--- src/rtl/op_pkg.sv ---
// ============================================================================
// op_pkg : opcode / control-word constants and the shared encode function
// Revision: 1.0
// ============================================================================
`default_nettype none

package op_pkg;

  localparam logic [4:0] OP_ADDI  = 5'b11000;
  localparam logic [4:0] OP_SUBI  = 5'b11001;
  localparam logic [4:0] OP_LW    = 5'b11010;
  localparam logic [4:0] OP_SW    = 5'b11011;
  localparam logic [4:0] OP_BEQ   = 5'b11100;
  localparam logic [4:0] OP_BNE   = 5'b11101;
  localparam logic [4:0] OP_J     = 5'b00000;
  localparam logic [4:0] OP_JAL   = 5'b00111;
  localparam logic [1:0] OP_RPFX0 = 2'b01;
  localparam logic [1:0] OP_RPFX1 = 2'b10;

  // {memtoreg, memwrite, branch, alusrc, regdst, regwrite, jump, aluop[1:0]}
  localparam logic [8:0] CW_ADDI  = 9'b000101000;
  localparam logic [8:0] CW_SUBI  = 9'b000101011;
  localparam logic [8:0] CW_LW    = 9'b100101000;
  localparam logic [8:0] CW_SW    = 9'b010100000;
  localparam logic [8:0] CW_BEQ   = 9'b001000011;
  localparam logic [8:0] CW_BNE   = 9'b000000011;
  localparam logic [8:0] CW_JMP   = 9'b000000100;
  localparam logic [8:0] CW_RTYPE = 9'b000011010;

  // Returns {legal, opcode}; unknown words fall to the default arm and read as illegal.
  function automatic logic [5:0] encode_ctrl(input logic [8:0] ctrl,
                                             input logic [3:0] rsub,
                                             input logic       link);
    logic [5:0] res;
    res = '0;
    case (ctrl)
      CW_ADDI:  res = {1'b1, OP_ADDI};
      CW_SUBI:  res = {1'b1, OP_SUBI};
      CW_LW:    res = {1'b1, OP_LW};
      CW_SW:    res = {1'b1, OP_SW};
      CW_BEQ:   res = {1'b1, OP_BEQ};
      CW_BNE:   res = {1'b1, OP_BNE};
      CW_JMP:   res = {1'b1, (link ? OP_JAL : OP_J)};
      CW_RTYPE: res = {1'b1, (rsub[3] ? OP_RPFX1 : OP_RPFX0), rsub[2:0]};
      default:  res = '0;
    endcase
    return res;
  endfunction

endpackage

`default_nettype wire

--- src/rtl/op_fifo.sv ---
// ============================================================================
// op_fifo : parameterised synchronous FIFO, occupancy-tracked, zero when empty
// Revision: 1.0
// ============================================================================
`default_nettype none

module op_fifo #(
  parameter int WIDTH = 5,
  parameter int DEPTH = 4
) (
  input  logic                         clk,
  input  logic                         reset,
  input  logic                         push,
  input  logic [WIDTH-1:0]             wdata,
  input  logic                         pop,
  output logic [WIDTH-1:0]             rdata,
  output logic                         full,
  output logic                         empty,
  output logic [$clog2(DEPTH+1)-1:0]   level
);

  localparam int AW = $clog2(DEPTH);
  localparam int LW = $clog2(DEPTH+1);

  logic [WIDTH-1:0] r_mem [DEPTH];
  logic [AW-1:0]    r_wr_ptr;
  logic [AW-1:0]    r_rd_ptr;
  logic [LW-1:0]    r_level;
  logic             w_do_push;
  logic             w_do_pop;

  assign full      = (r_level == LW'(DEPTH));
  assign empty     = (r_level == '0);
  assign level     = r_level;
  assign w_do_push = push && !full;
  assign w_do_pop  = pop && !empty;
  assign rdata     = empty ? '0 : r_mem[r_rd_ptr];

  // Pointers wrap naturally because DEPTH is a power of two.
  always_ff @(posedge clk or posedge reset) begin
    if (reset) begin
      r_wr_ptr <= '0;
      r_rd_ptr <= '0;
      r_level  <= '0;
      for (int i = 0; i < DEPTH; i++) r_mem[i] <= '0;
    end else begin
      if (w_do_push) begin
        r_mem[r_wr_ptr] <= wdata;
        r_wr_ptr        <= r_wr_ptr + AW'(1);
      end
      if (w_do_pop) r_rd_ptr <= r_rd_ptr + AW'(1);
      if (w_do_push && !w_do_pop)      r_level <= r_level + LW'(1);
      else if (w_do_pop && !w_do_push) r_level <= r_level - LW'(1);
    end
  end

endmodule

`default_nettype wire

--- src/rtl/op_encoder.sv ---
// ============================================================================
// op_encoder : control word -> opcode encoder with output FIFO and error count
// Revision: 1.0
// ============================================================================
`default_nettype none

module op_encoder #(
  parameter int DEPTH = 4,
  parameter int ERRW  = 8
) (
  input  logic                         clk,
  input  logic                         reset,
  input  logic                         in_valid,
  output logic                         in_ready,
  input  logic [8:0]                   in_ctrl,
  input  logic [3:0]                   in_rsub,
  input  logic                         in_link,
  output logic                         out_valid,
  input  logic                         out_ready,
  output logic [4:0]                   out_op,
  output logic [$clog2(DEPTH+1)-1:0]   level,
  output logic                         err,
  output logic [ERRW-1:0]              err_cnt
);

  import op_pkg::*;

  logic            w_legal;
  logic [4:0]      w_op;
  logic            w_full;
  logic            w_empty;
  logic            w_accept;
  logic            w_push;
  logic            w_pop;
  logic            r_err;
  logic [ERRW-1:0] r_err_cnt;

  assign {w_legal, w_op} = encode_ctrl(in_ctrl, in_rsub, in_link);

  assign in_ready  = !w_full;
  assign w_accept  = in_valid && in_ready;
  assign w_push    = w_accept && w_legal;
  assign out_valid = !w_empty;
  assign w_pop     = out_valid && out_ready;
  assign err       = r_err;
  assign err_cnt   = r_err_cnt;

  op_fifo #(
    .WIDTH (5),
    .DEPTH (DEPTH)
  ) u_fifo (
    .clk   (clk),
    .reset (reset),
    .push  (w_push),
    .wdata (w_op),
    .pop   (w_pop),
    .rdata (out_op),
    .full  (w_full),
    .empty (w_empty),
    .level (level)
  );

  always_ff @(posedge clk or posedge reset) begin
    if (reset) begin
      r_err     <= 1'b0;
      r_err_cnt <= '0;
    end else begin
      r_err <= w_accept && !w_legal;
      if (w_accept && !w_legal && (r_err_cnt != '1))
        r_err_cnt <= r_err_cnt + ERRW'(1);
    end
  end

endmodule

`default_nettype wire

--- config.mk ---
export PLATFORM = sky130hd
export DESIGN_NAME = op_encoder
export DESIGN_NICKNAME = d
export VERILOG_FILES = /design/src/rtl/op_pkg.sv /design/src/rtl/op_fifo.sv /design/src/rtl/op_encoder.sv
export SDC_FILE = /design/constraint.sdc
export NUM_CORES = 1
export LEC_CHECK = 0
export CORE_AREA = 2 2 70 72
export CTS_CLUSTER_DIAMETER = 120
export DETAILED_ROUTE_END_ITERATION = 7
export DIE_AREA = 0 0 72 74
export HOLD_SLACK_MARGIN = 0.12
export PLACE_DENSITY = 0.73
export REMOVE_ABC_BUFFERS = 1
export SYNTH_ARGS = -nofsm -noshare
export SYNTH_HDL_FRONTEND = slang
export SYNTH_HIERARCHICAL = 1
export SYNTH_SLANG_ARGS = --single-unit
--- constraint.sdc ---
create_clock -name clk -period 2.09 [get_ports clk]
set_input_delay 0.627 -clock clk [delete_from_list [all_inputs] [get_ports clk]]
set_output_delay 0.627 -clock clk [all_outputs]
set_load 0.1 [all_outputs]
==> results.md, run 1 <==
* Fillers at 280
* Clock period minus worst slack at 2.471 ns
* Sum of met3 wire segment lengths after detailed routing at 257 um
* Vias in the first global route at 1862
* Leading register cell type out of synthesis: dfrtp_1
* Overall via count from detail_route at about 1800
* Fraction of post-synthesis cell area in the top cell type by area at 0.4377
* Wire length on met2 at 3015 um
* Number of primary I/O pins at 37
* Area contributors post-synth: dfrtp_1 (44%), mux2_2 (12%), mux4_2 (5.5%)
* Static Leakage at ~0.0016 uW
* Clock tree sinks at 36
* Worst-path clk slew at 0.08 ns
* WS Path Type: primary input to flip-flop
* Die outline height at about 74 um
* Leading area contributor after synthesis: dfrtp_1
* Routed WL at 5668 um
* Data arrival at the endpoint of the critical path at between 2 and 3 ns
* Critical path peak fanout at 3
* Critical Path Start Type: primary input
* Layout Area Growth over Synthesis at 64.56%
* Global placement routability congestion at between 0.8 and 0.9
* Fmax at 404.6 MHz
* Max-cap viol count at 0
* Instance count of the mapped netlist at 175
* Most instantiated library cell after synthesis: dfrtp_1
* Fraction of synthesis flops using an asynchronous set or reset pin at 1.000
* Yosys cell types at 45
* Area of placed instances at 0.002983 mm2
* Die X at 72 um
* Setup-failing EPs final at 27
* Initial cell density of the core at 0.4476
* Critical Path End Type: flip-flop
* Number of core rows at 25
* Routed met1 length at ~2300 um
* Total number of H-tree levels at 2
* Clock latency of the later-clocked register in the worst-skew pair at about 0.28 ns
* Final hold violation count at 0
* Diodes inserted at 0
* Antenna-violating nets left at 0
* Core box area at around 0.0046 mm2
* Top cell types by occurrence after synthesis: dfrtp_1 (36), mux2_2 (22), nand2_1 (14), nor2_1 (10)
* Deepest clock path buffer count at 2
* Area of the mapped netlist at 0.002058 mm2
* Violated checks: setup timing
* RSZ-0062 raised after global routing: yes
* Antenna violations before repair at 0
* Die ar. at 0.005328 mm2
* Classification of the worst-slack hold path: flip-flop to flip-flop
* Data required time at the worst endpoint at 2.30 ns
* Vias per inst at 5.379
* Power density cells at 1096 mW/mm2
* Max-slew violation total from the final report at 0
* Post-Route Skew at 0.006891 ns
* Number of warning messages in the yosys log at 6
* All-layer global routing usage at 0.2223
* Average size of a mapped cell at between 10 and 15 um2
* Clock tree from TritonCTS: built
* Number of buffers added on ports at 36
* Worst slew slack as a fraction of its limit at 0.6952
* Detailed router's first-iteration violation count at 151
* Post-route worst setup slack at -0.3814 ns
* Tcrit/Tclk final at 1.182
* DPL Wire Length at 3643 um
* Finished layout cell area at approximately 0.0034 mm2
* Drt drc at 0
* Global-route wire length before repair at 9080 um
* First drt pass iteration count at 4
* Hold buffers post-CTS at 0
* Overflow after GRT at 0
* Post-synth EDFFs at 0
* Synthesized flop and latch total at 36
* Layout cell share with drive strength beyond 1 at 0.6007
* Detail-routed net length per standard cell at 17.33 um
* Highest metal layer with signal wires: met4
* Sequential cell area fraction in the yosys report at 0.4377
* Cell at the root of the clock tree: clkbuf_8
* Maximum vdd ir drop at 0.5886 mV
* Net count, final at 297
* Maximum number of pins on one net before global-route repair at 28
* Result of the run: finished, violations left
* Sum Neg Setup Slack at -4.630 ns
* Number of buffers added by the clock tree synthesis step at 5
* Slew of the pin with the lowest slew margin at ~0.46 ns
## metal layers
metal,track usage,vias to the layer above
met5,0,-
met4,0.05451,0
met3,0.04472,12
met2,0.3817,49
met1,0.2926,880
li1,-,818
## where the power goes
part | total (uW) | internal, uW | switching, uW
logic | 2140 | 891 | 1250
registers | 1060 | 833 | 226
clock network | 516 | 263 | 253
total | 3710 | 1990 | 1720
## sequential cells by signal (all words and copies together), names as in the netlist
signal and count:
err 1, err_cnt 8, u_fifo/level 3, u_fifo/r_mem 20, u_fifo/r_rd_ptr 2, u_fifo/r_wr_ptr 2
## logic make-up (layout without fill, tap and decap cells)
| logic type | Yosys count | count (layout) | synth area share |
|---|---|---|---|
| AO/OA/AOI/OAI | 11 | 11 | 0.04256 |
| flip-flops | 36 | 36 | 0.4377 |
| buffers and inverters | 12 | 110 | 0.02614 |
| multiplexers | 29 | 29 | 0.1878 |
| XOR/XNOR | 12 | 12 | 0.05106 |
| adder cells (fa/ha/maj) | 7 | 7 | 0.04620 |
| AND/OR/NAND/NOR | 68 | 68 | 0.2085 |
## worst paths after layout
path / end / slack [ns] / cells past startpoint / from
worst max-delay path: u_fifo/level[2] / -0.38 / 13 / in_ctrl[4]
worst min-delay path: u_fifo/r_mem[0] / 0.52 / 1 / u_fifo/r_mem[0]
worst max register to register: u_fifo/level[1] / -0.07 / 10 / u_fifo/level[0]
worst min register to register: u_fifo/r_mem[0] / 0.52 / 1 / u_fifo/r_mem[0]
max in group asynchronous: u_fifo/r_rd_ptr[0] / 1.07 / 3 / reset
min in group asynchronous: err / 0.63 / 2 / reset
## critical path, cell delays in order
cell,delay [ns]
buf_2,0.14
nor4b_4,0.34
a41oi_2,0.07
o21ai_2,0.19
nor2_2,0.05
nor2_2,0.12
nor2b_4,0.17
ha_2,0.19
inv_2,0.04
fa_2,0.33
xor2_1,0.15
nor2_1,0.11
xor2_1,0.16
## what timing repair did
item | 4_1_cts | 5_1_grt
gates resized for setup | 84 | 23
setup buffers | 13 | 5
endpoints found under the setup margin | 37 | 30
pin swaps | 29 | 13
## cell usage in the layout, fill, tap and decap left out, drive strengths merged, types with 2 or more instances in the layout
master	instances
nor2b	3
clkbuf	6
and4	2
dfrtp	36
and3	2
nor2	10
mux2	24
nor3	6
inv	8
nor4	5
xnor2	4
clkdlybuf4s50	8
o21ai	2
ha	6
o211ai	2
and2	5
mux4	5
nor4b	2
buf	86
nor3b	2
nand2	15
nand3	6
xor2	8
nand4	5
clkinv	2
## area by class of cell
type	instances	area, um2	share of cell area
clock inverter	2	10.01	0.002955
timing repair buffer	94	985.9	0.2911
inverter	8	32.53	0.009605
clock buffer	6	82.58	0.02438
sequential	36	902.1	0.2663
multi-input combinational	127	1306	0.3857
tap	54	67.56	0.01995
## through the flow
stage          setup slack, ns  total power [uW]  utilization  std cells  hold WS [ns]
2_1_floorplan           -1.620              2208            -        171        0.4549
3_3_place_gp            -1.106              3068       0.6487        305        0.4867
3_5_place_dp            -1.188              3103       0.6487        305        0.4921
4_1_cts                -0.4590              3664       0.7140        323        0.5151
5_1_grt                -0.5253              3868       0.7366        327        0.5286
6_report               -0.3814              3711       0.7366        327        0.5151
Power figures use the tool's default switching activity.
==> inputs of run 2 (changes only) <==
GPL_TIMING_DRIVEN = 0   (was default)
==> results.md, run 2 (synthesis gave the netlist of run 1 again) <==
* Slew of the pin with the lowest slew margin at 1.015 ns (+0.5601 ns)
* Number of buffers added by the clock tree synthesis step at 5 (unchanged)
* R2R cell count at 10 (unchanged)
* Reg with most FFs: u_fifo/r_mem
* Commonest non-fill, non-tap cell in the layout: dfrtp_1
* Share of power burned in registers at 0.290 (+0.005)
* Net count, final at 261 (-12%)
* Worst-path clk slew at 0.08 ns (about the same)
* Post-layout total power at 3635 uW (-2.0%)
* Data arrival at the endpoint of the critical path at 2.80 ns (+0.12 ns)
* Critical Path Start Type: primary input
* Launch point of the worst hold path: u_fifo/r_mem[16]
* WS Path Type: primary input to flip-flop
* Result of the run: finished, violations left
* Critical R2R Capture: u_fifo/level[2]
* Violated checks: setup timing
* Routed WL at 5035 um (-11%)
* Max stage delay cell, worst path: fa_2
* Static Leakage at 0.001373 uW (-14%)
* Maximum number of pins on one net before global-route repair at 28 (unchanged)
* Fmax at 388.0 MHz (-4.1%)
* Number of core rows at 25 (unchanged)
* Data required time at the worst endpoint at 2.31 ns (about the same)
* Sum Neg Setup Slack at -4.404 ns (+0.2259 ns)
* Clock tree from TritonCTS: built
* Number of primary I/O pins at 37 (unchanged)
* Clock tree sinks at 36 (unchanged)
* Layout Area Growth over Synthesis at 50.40%
* Post-route worst setup slack at -0.4875 ns (-0.1061 ns)
* Maximum vdd ir drop at 0.6106 mV (+3.7%)
* Clock latency of the later-clocked register in the worst-skew pair at 0.30 ns (+0.02 ns)
* Classification of the worst-slack hold path: flip-flop to flip-flop
* First drt pass iteration count at 4 (unchanged)
* Die outline height at 74 um (unchanged)
* Initial cell density of the core at 0.4476 (unchanged)
* Detailed router's first-iteration violation count at 131 (-13%)
* Clock period minus worst slack at 2.577 ns (+0.1061 ns)
* Global placement routability congestion at 0.8321 (-1.7%)
* Cell at the root of the clock tree: clkbuf_8
* Layout cell share with drive strength beyond 1 at 0.5359 (-0.06487)
* Final Instance Count excl. Fillers at 291 (-11%)
* Critical path peak fanout at 4 (+1)
* Core box area at 0.004598 mm2 (unchanged)
* Logic pwr share at 0.472 (-0.104)
* Deepest clock path buffer count at 2 (unchanged)
* Cells along the critical path: buf_8 > and4bb_4 > a41oi_2 > o21ai_4 > nor2_4 > nor2_4 > nor2b_4 > ha_4 > inv_2 > fa_2 > xor2_2 > nor2_1 > xor2_1
* Commonest cells after routing, fill and taps aside: dfrtp_1 (34), mux2_4 (21), buf_4 (19), nand2_1 (11), clkdlybuf4s15_2 (11)
* Setup-failing EPs final at 28 (+3.7%)
* Antenna violations before repair at 0 (unchanged)
* All-layer global routing usage at 0.1874 (-0.03485)
* Diodes inserted at 0 (unchanged)
* Vias per inst at 5.595 (+4.0%)
* Die ar. at 0.005328 mm2 (unchanged)
* Clock share of power at 0.238 (+0.099)
* Internal power summed over all cells at 1969 uW (-0.89%)
* Detail-routed net length per standard cell at 17.30 um (-0.18%)
* Launch point of the worst reg-to-reg path: u_fifo/level[0]
* Number of cells traversed by the worst hold path at 1 (unchanged)
* Global-route wire length before repair at 7548 um (-17%)
* Final hold violation count at 0 (unchanged)
* Total number of H-tree levels at 2 (unchanged)
* Max-slew violation total from the final report at 0 (unchanged)
* DPL Wire Length at 3013 um (-17%)
* Cell count after placement at 261 (-14%)
* Number of buffers added on ports at 36 (unchanged)
* Setup slack, reg-to-reg at -0.19 ns (-0.12 ns)
* Hold buffers post-CTS at 0 (unchanged)
* Tcrit/Tclk final at 1.233 (+0.05076)
* Post-Route Skew at 0.005074 ns (-0.001818 ns)
* Endpoint with the worst hold slack: u_fifo/r_mem[16]
* Vias in the first global route at 1560 (-16%)
* Antenna-violating nets left at 0 (unchanged)
* Worst Hold Slack at 0.5140 ns (-0.001065 ns)
* Worst slew slack as a fraction of its limit at 0.3224 (-0.3728)
* Overall via count from detail_route at 1628 (-7.4%)
* Library cell appearing most often on the critical path: nor2_4
* Power density cells at 1174 mW/mm2 (+7.2%)
* Sw Share at 0.4583 (-0.006316)
* Die X at 72 um (unchanged)
* Max-cap viol count at 0 (unchanged)
* Drt drc at 0 (unchanged)
* Flip-flop count of the largest register, all copies and words added at 20 (unchanged)
* Sw power at 1666 uW (-3.4%)
* Critical path's largest stage delay at 0.39 ns (+0.05 ns)
* Critical Path End Type: flip-flop
* RSZ-0062 raised after global routing: yes
* Overflow after GRT at 0 (unchanged)
==> run 2: cell count changes in the layout (fill, tap and decap cells not counted), moves of 3 or more <==
| cell | change |
|---|---|
| buf_12 | -14 |
| buf_4 | -32 |
| buf_6 | -3 |
| bufinv_16 | +3 |
| clkdlybuf4s15_2 | +11 |
| nor2_2 | -5 |
| nor2_4 | +4 |
==> run 2: worst max path at each step <==
stage	startpoint	endpoint	depth (start not counted)
2_1_floorplan	u_fifo/level[0]	u_fifo/level[2]	11
3_3_place_gp	in_ctrl[0]	u_fifo/level[2]	13
3_5_place_dp	in_ctrl[0]	u_fifo/level[2]	13
4_1_cts	in_ctrl[2]	u_fifo/level[2]	13
5_1_grt	in_ctrl[6]	u_fifo/level[2]	13
6_report	in_ctrl[6]	u_fifo/level[2]	13
==> run 2: timing repair <==
item                       in CTS  in global routing
cloned                          0                  0
pin swaps                      21                 16
setup buffers                  12                 10
resized for setup             164                 47
setup endpoints to repair      53                 32
==> run 2: worst max-delay path: cells and delay by family <==
| kind | cells | cell delay, ns |
|---|---|---|
| simple gates | 5 | 0.84 |
| fa+ha+maj | 2 | 0.53 |
| compound gates | 2 | 0.36 |
| xor+xnor | 2 | 0.31 |
| buf+inv | 2 | 0.13 |
==> run 2: layout make-up <==
cell class	instances	area (um2)
Clock inverter	3	90.09
Timing Repair Buffer	58	585.6
Multi-Input combinational cell	127	1350
Inverter	8	30.03
Clock buffer	5	68.82
Fill cell	303	1503
Tap cell	54	67.56
Sequential cell	36	903.4
==> run 2: power groups by stage <==
stage / Clock, uW / Combinational, uW / Sequential (uW)
floorplan: 0 / 511 / 1700
global placement: 0 / 1520 / 1060
detailed placement: 0 / 1540 / 1060
CTS: 878 / 1610 / 1050
global route: 901 / 1800 / 1070
finish: 864 / 1720 / 1060
==> run 2: through the flow <==
stage	cell area [um2]	worst slack, ns	util
6_report	3095	-0.4875	0.6732
5_1_grt	3095	-0.5874	0.6732
4_1_cts	2869	-0.5024	0.6239
3_5_place_dp	2462	-1.989	0.5355
3_3_place_gp	2462	-1.880	0.5355
2_1_floorplan	2034	-1.620	-
==> run 2: routing by layer <==
| layer | vias to the layer above | GRT usage | routed length (um) |
|---|---|---|---|
| li1 | 745 | - | - |
| met1 | 814 | 0.2474 | 2187 |
| met2 | 59 | 0.3066 | 2519 |
| met3 | 10 | 0.05420 | 241 |
| met4 | 0 | 0.05031 | 86 |
| met5 | - | 0 | 0 |
==> inputs of run 3 (changes only) <==
CAP_MARGIN = 30   (was default)
CORE_AREA = 2 2 68 70   (was 2 2 70 72)
DIE_AREA = 0 0 70 72   (was 0 0 72 74)
DONT_BUFFER_PORTS = 1   (was default)
PLACE_DENSITY = 0.65   (was 0.73)
==> results.md, run 3 (synthesis gave the netlist of run 1 again) <==
* Classification of the worst-slack hold path: primary input to asynchronous set/reset pin
* Cell count after placement at 226 (-13%)
* First drt pass iteration count at 4 (unchanged)
* Die ar. at 0.005040 mm2 (-5.4%)
* Detail-routed net length per standard cell at 19.26 um (+11%)
* Reg with most FFs: u_fifo/r_mem
* Drt drc at 0 (unchanged)
* Fillers at 324 (+6.9%)
* Flip-flop count of the largest register, all copies and words added at 20 (unchanged)
* Cell at the root of the clock tree: clkbuf_8
* Commonest non-fill, non-tap cell in the layout: dfrtp_1
* Worst-path clk slew at 0.07 ns (about the same)
* Static Leakage at 0.001155 uW (-16%)
* Launching element of the worst setup path: u_fifo/level[2]
* Global-route wire length before repair at 7521 um (-0.36%)
* Clock tree sinks at 36 (unchanged)
* Critical Path Start Type: flip-flop
* RSZ-0062 raised after global routing: yes
* Launch point of the worst reg-to-reg path: u_fifo/level[2]
* Post-layout total power at 3349 uW (-7.9%)
* Routed WL at 4776 um (-5.1%)
* Deepest clock path buffer count at 2 (unchanged)
* Sequential cell area in the final layout at 912.1 um2 (+0.97%)
* Initial cell density of the core at 0.4827 (+0.03507)
* Layout cell share with drive strength beyond 1 at 0.4388 (-0.09709)
* Setup slack, reg-to-reg at -0.81 ns (-0.62 ns)
* Number of primary I/O pins at 37 (unchanged)
* Core box area at 0.004264 mm2 (-7.3%)
* Power density cells at 1323 mW/mm2 (+13%)
* Total number of H-tree levels at 2 (unchanged)
* Antenna-violating nets left at 0 (unchanged)
* Capturing element of the worst setup path: u_fifo/level[1]
* Vias in the first global route at 1566 (+0.38%)
* Tcrit/Tclk final at 1.387 (+0.1540)
* Number of core rows at 24 (-4.0%)
* Slew of the pin with the lowest slew margin at 0.9806 ns (-0.03471 ns)
* WS Path Type: flip-flop to flip-flop
* Global placement routability congestion at 0.8930 (+7.3%)
* Maximum number of pins on one net before global-route repair at 23 (-18%)
* Die outline height at 72 um (-2.7%)
* Clock period minus worst slack at 2.899 ns (+0.3219 ns)
* Vias per inst at 5.899 (+5.4%)
* Overflow after GRT at 0 (unchanged)
* Max-cap viol count at 0 (unchanged)
* Antenna violations before repair at 0 (unchanged)
* Die X at 70 um (-2.8%)
* Finished layout cell area at 0.002532 mm2 (-18%)
* Critical path peak fanout at 4 (unchanged)
* Area of placed instances at 0.002182 mm2 (-11%)
* Clock latency of the later-clocked register in the worst-skew pair at 0.29 ns (about the same)
* Max-slew violation total from the final report at 0 (unchanged)
* All-layer global routing usage at 0.1921 (+0.004680)
* Number of buffers added on ports at 0 (-100%)
* Commonest cells after routing, fill and taps aside: dfrtp_1 (29), mux2_2 (19), nand2_1 (12), buf_4 (10), xor2_1 (8)
* DPL Wire Length at 3196 um (+6.1%)
* Net count, final at 220 (-16%)
* Multi-input logic area at 0.001195 mm2 (-11%)
* Diodes inserted at 0 (unchanged)
* Worst slew slack as a fraction of its limit at 0.3463 (+0.02389)
* Fmax at 344.9 MHz (-11%)
* Detailed router's first-iteration violation count at 59 (-55%)
* Data arrival at the endpoint of the critical path at 3.07 ns (+0.27 ns)
* Critical R2R Capture: u_fifo/level[1]
* Maximum vdd ir drop at 0.5523 mV (-9.5%)
* Final hold violation count at 0 (unchanged)
* Data required time at the worst endpoint at 2.26 ns (-0.05 ns)
* Final Instance Count excl. Fillers at 248 (-15%)
* Overall via count from detail_route at 1463 (-10%)
* R2R cell count at 9 (-1)
* Setup-failing EPs final at 37 (+32%)
* Result of the run: finished, violations left
* Post-Route Skew at 0.003613 ns (-0.001460 ns)
* Critical Path End Type: flip-flop
* Final standard cell utilization of the core at 0.5939 (-0.07930)
* Layout Area Growth over Synthesis at 23.04%
* Clock tree from TritonCTS: built
* Violated checks: setup timing
* Number of buffers added by the clock tree synthesis step at 5 (unchanged)
* Post-route worst setup slack at -0.8093 ns (-0.3219 ns)
==> run 3: cell types whose count changed in the layout (fill, tap and decap cells not counted), sizes merged <==
cell           previous run  this run
buf                      38        17
bufinv                    3         1
clkdlybuf4s15            11         0
clkdlybuf4s50             8         0
clkinv                    0         1
clkinvlp                  0         1
inv                       8         7
==> run 3: per-layer routing <==
layer / part of all wire / GRT usage / vias up / wire [um]
met5: 0 / 0 / - / 0
met3: 0.066 / 0.05278 / 14 / 316
met1: 0.38 / 0.2208 / 719 / 1815
met4: 0.027 / 0.08333 / 0 / 128
met2: 0.53 / 0.3386 / 59 / 2517
li1: - / - / 671 / -
==> run 3: layout make-up <==
type / instances / area share
Timing Repair Buffer: 17 / 0.08646
Multi-Input combinational cell: 127 / 0.4718
Sequential cell: 36 / 0.3602
Clock buffer: 6 / 0.02866
Clock inverter: 2 / 0.01383
Tap cell: 52 / 0.02569
Inverter: 8 / 0.01334
==> run 3: metrics by stage <==
step	worst slack [ns]	hold slack, ns	TNS (ns)
finish	-0.8093	0.1802	-16.34
global route	-0.8887	0.1824	-19.71
CTS	-0.8204	0.1767	-14.53
detailed placement	-1.821	0.4875	-40.78
global placement	-1.856	0.4837	-43.58
floorplan	-1.620	0.4549	-33.73
==> run 3: power breakdown <==
group          switching (uW)  internal, uW
clock                     254           354
sequential                701           840
combinational             689           511
total                    1640          1710
==> run 3: how the worst min path moves through the flow <==
| stage | startpoint | end | slack (ns) | depth (start not counted) |
|---|---|---|---|---|
| CTS | reset | u_fifo/level[1] | 0.18 | 1 |
| global placement | u_fifo/r_mem[6] | u_fifo/r_mem[6] | 0.48 | 1 |
| finish | reset | err_cnt[2] | 0.18 | 1 |
| detailed placement | reset | u_fifo/r_wr_ptr[0] | 0.49 | 1 |
| floorplan | reset | err | 0.45 | 1 |
| global route | reset | u_fifo/level[1] | 0.18 | 1 |
==> run 3: critical path, stage by stage (launching register included) <==
cell,delay [ns]
dfrtp_4,0.63
nor3b_4,0.33
clkinvlp_4,0.51
nand2_4,0.22
nor2_4,0.05
nor2b_4,0.14
ha_4,0.15
inv_2,0.04
fa_1,0.42
mux2_4,0.28
==> run 3: timing repair <==
| item | 4_1_cts | 5_1_grt |
|---|---|---|
| gates resized for setup | 32 | 9 |
| hold endpoints to repair | 0 | 0 |
| setup endpoints to repair | 39 | 38 |
| hold buffers | 0 | 0 |
| pin swaps | 6 | 4 |
| buffers inserted | 9 | 5 |
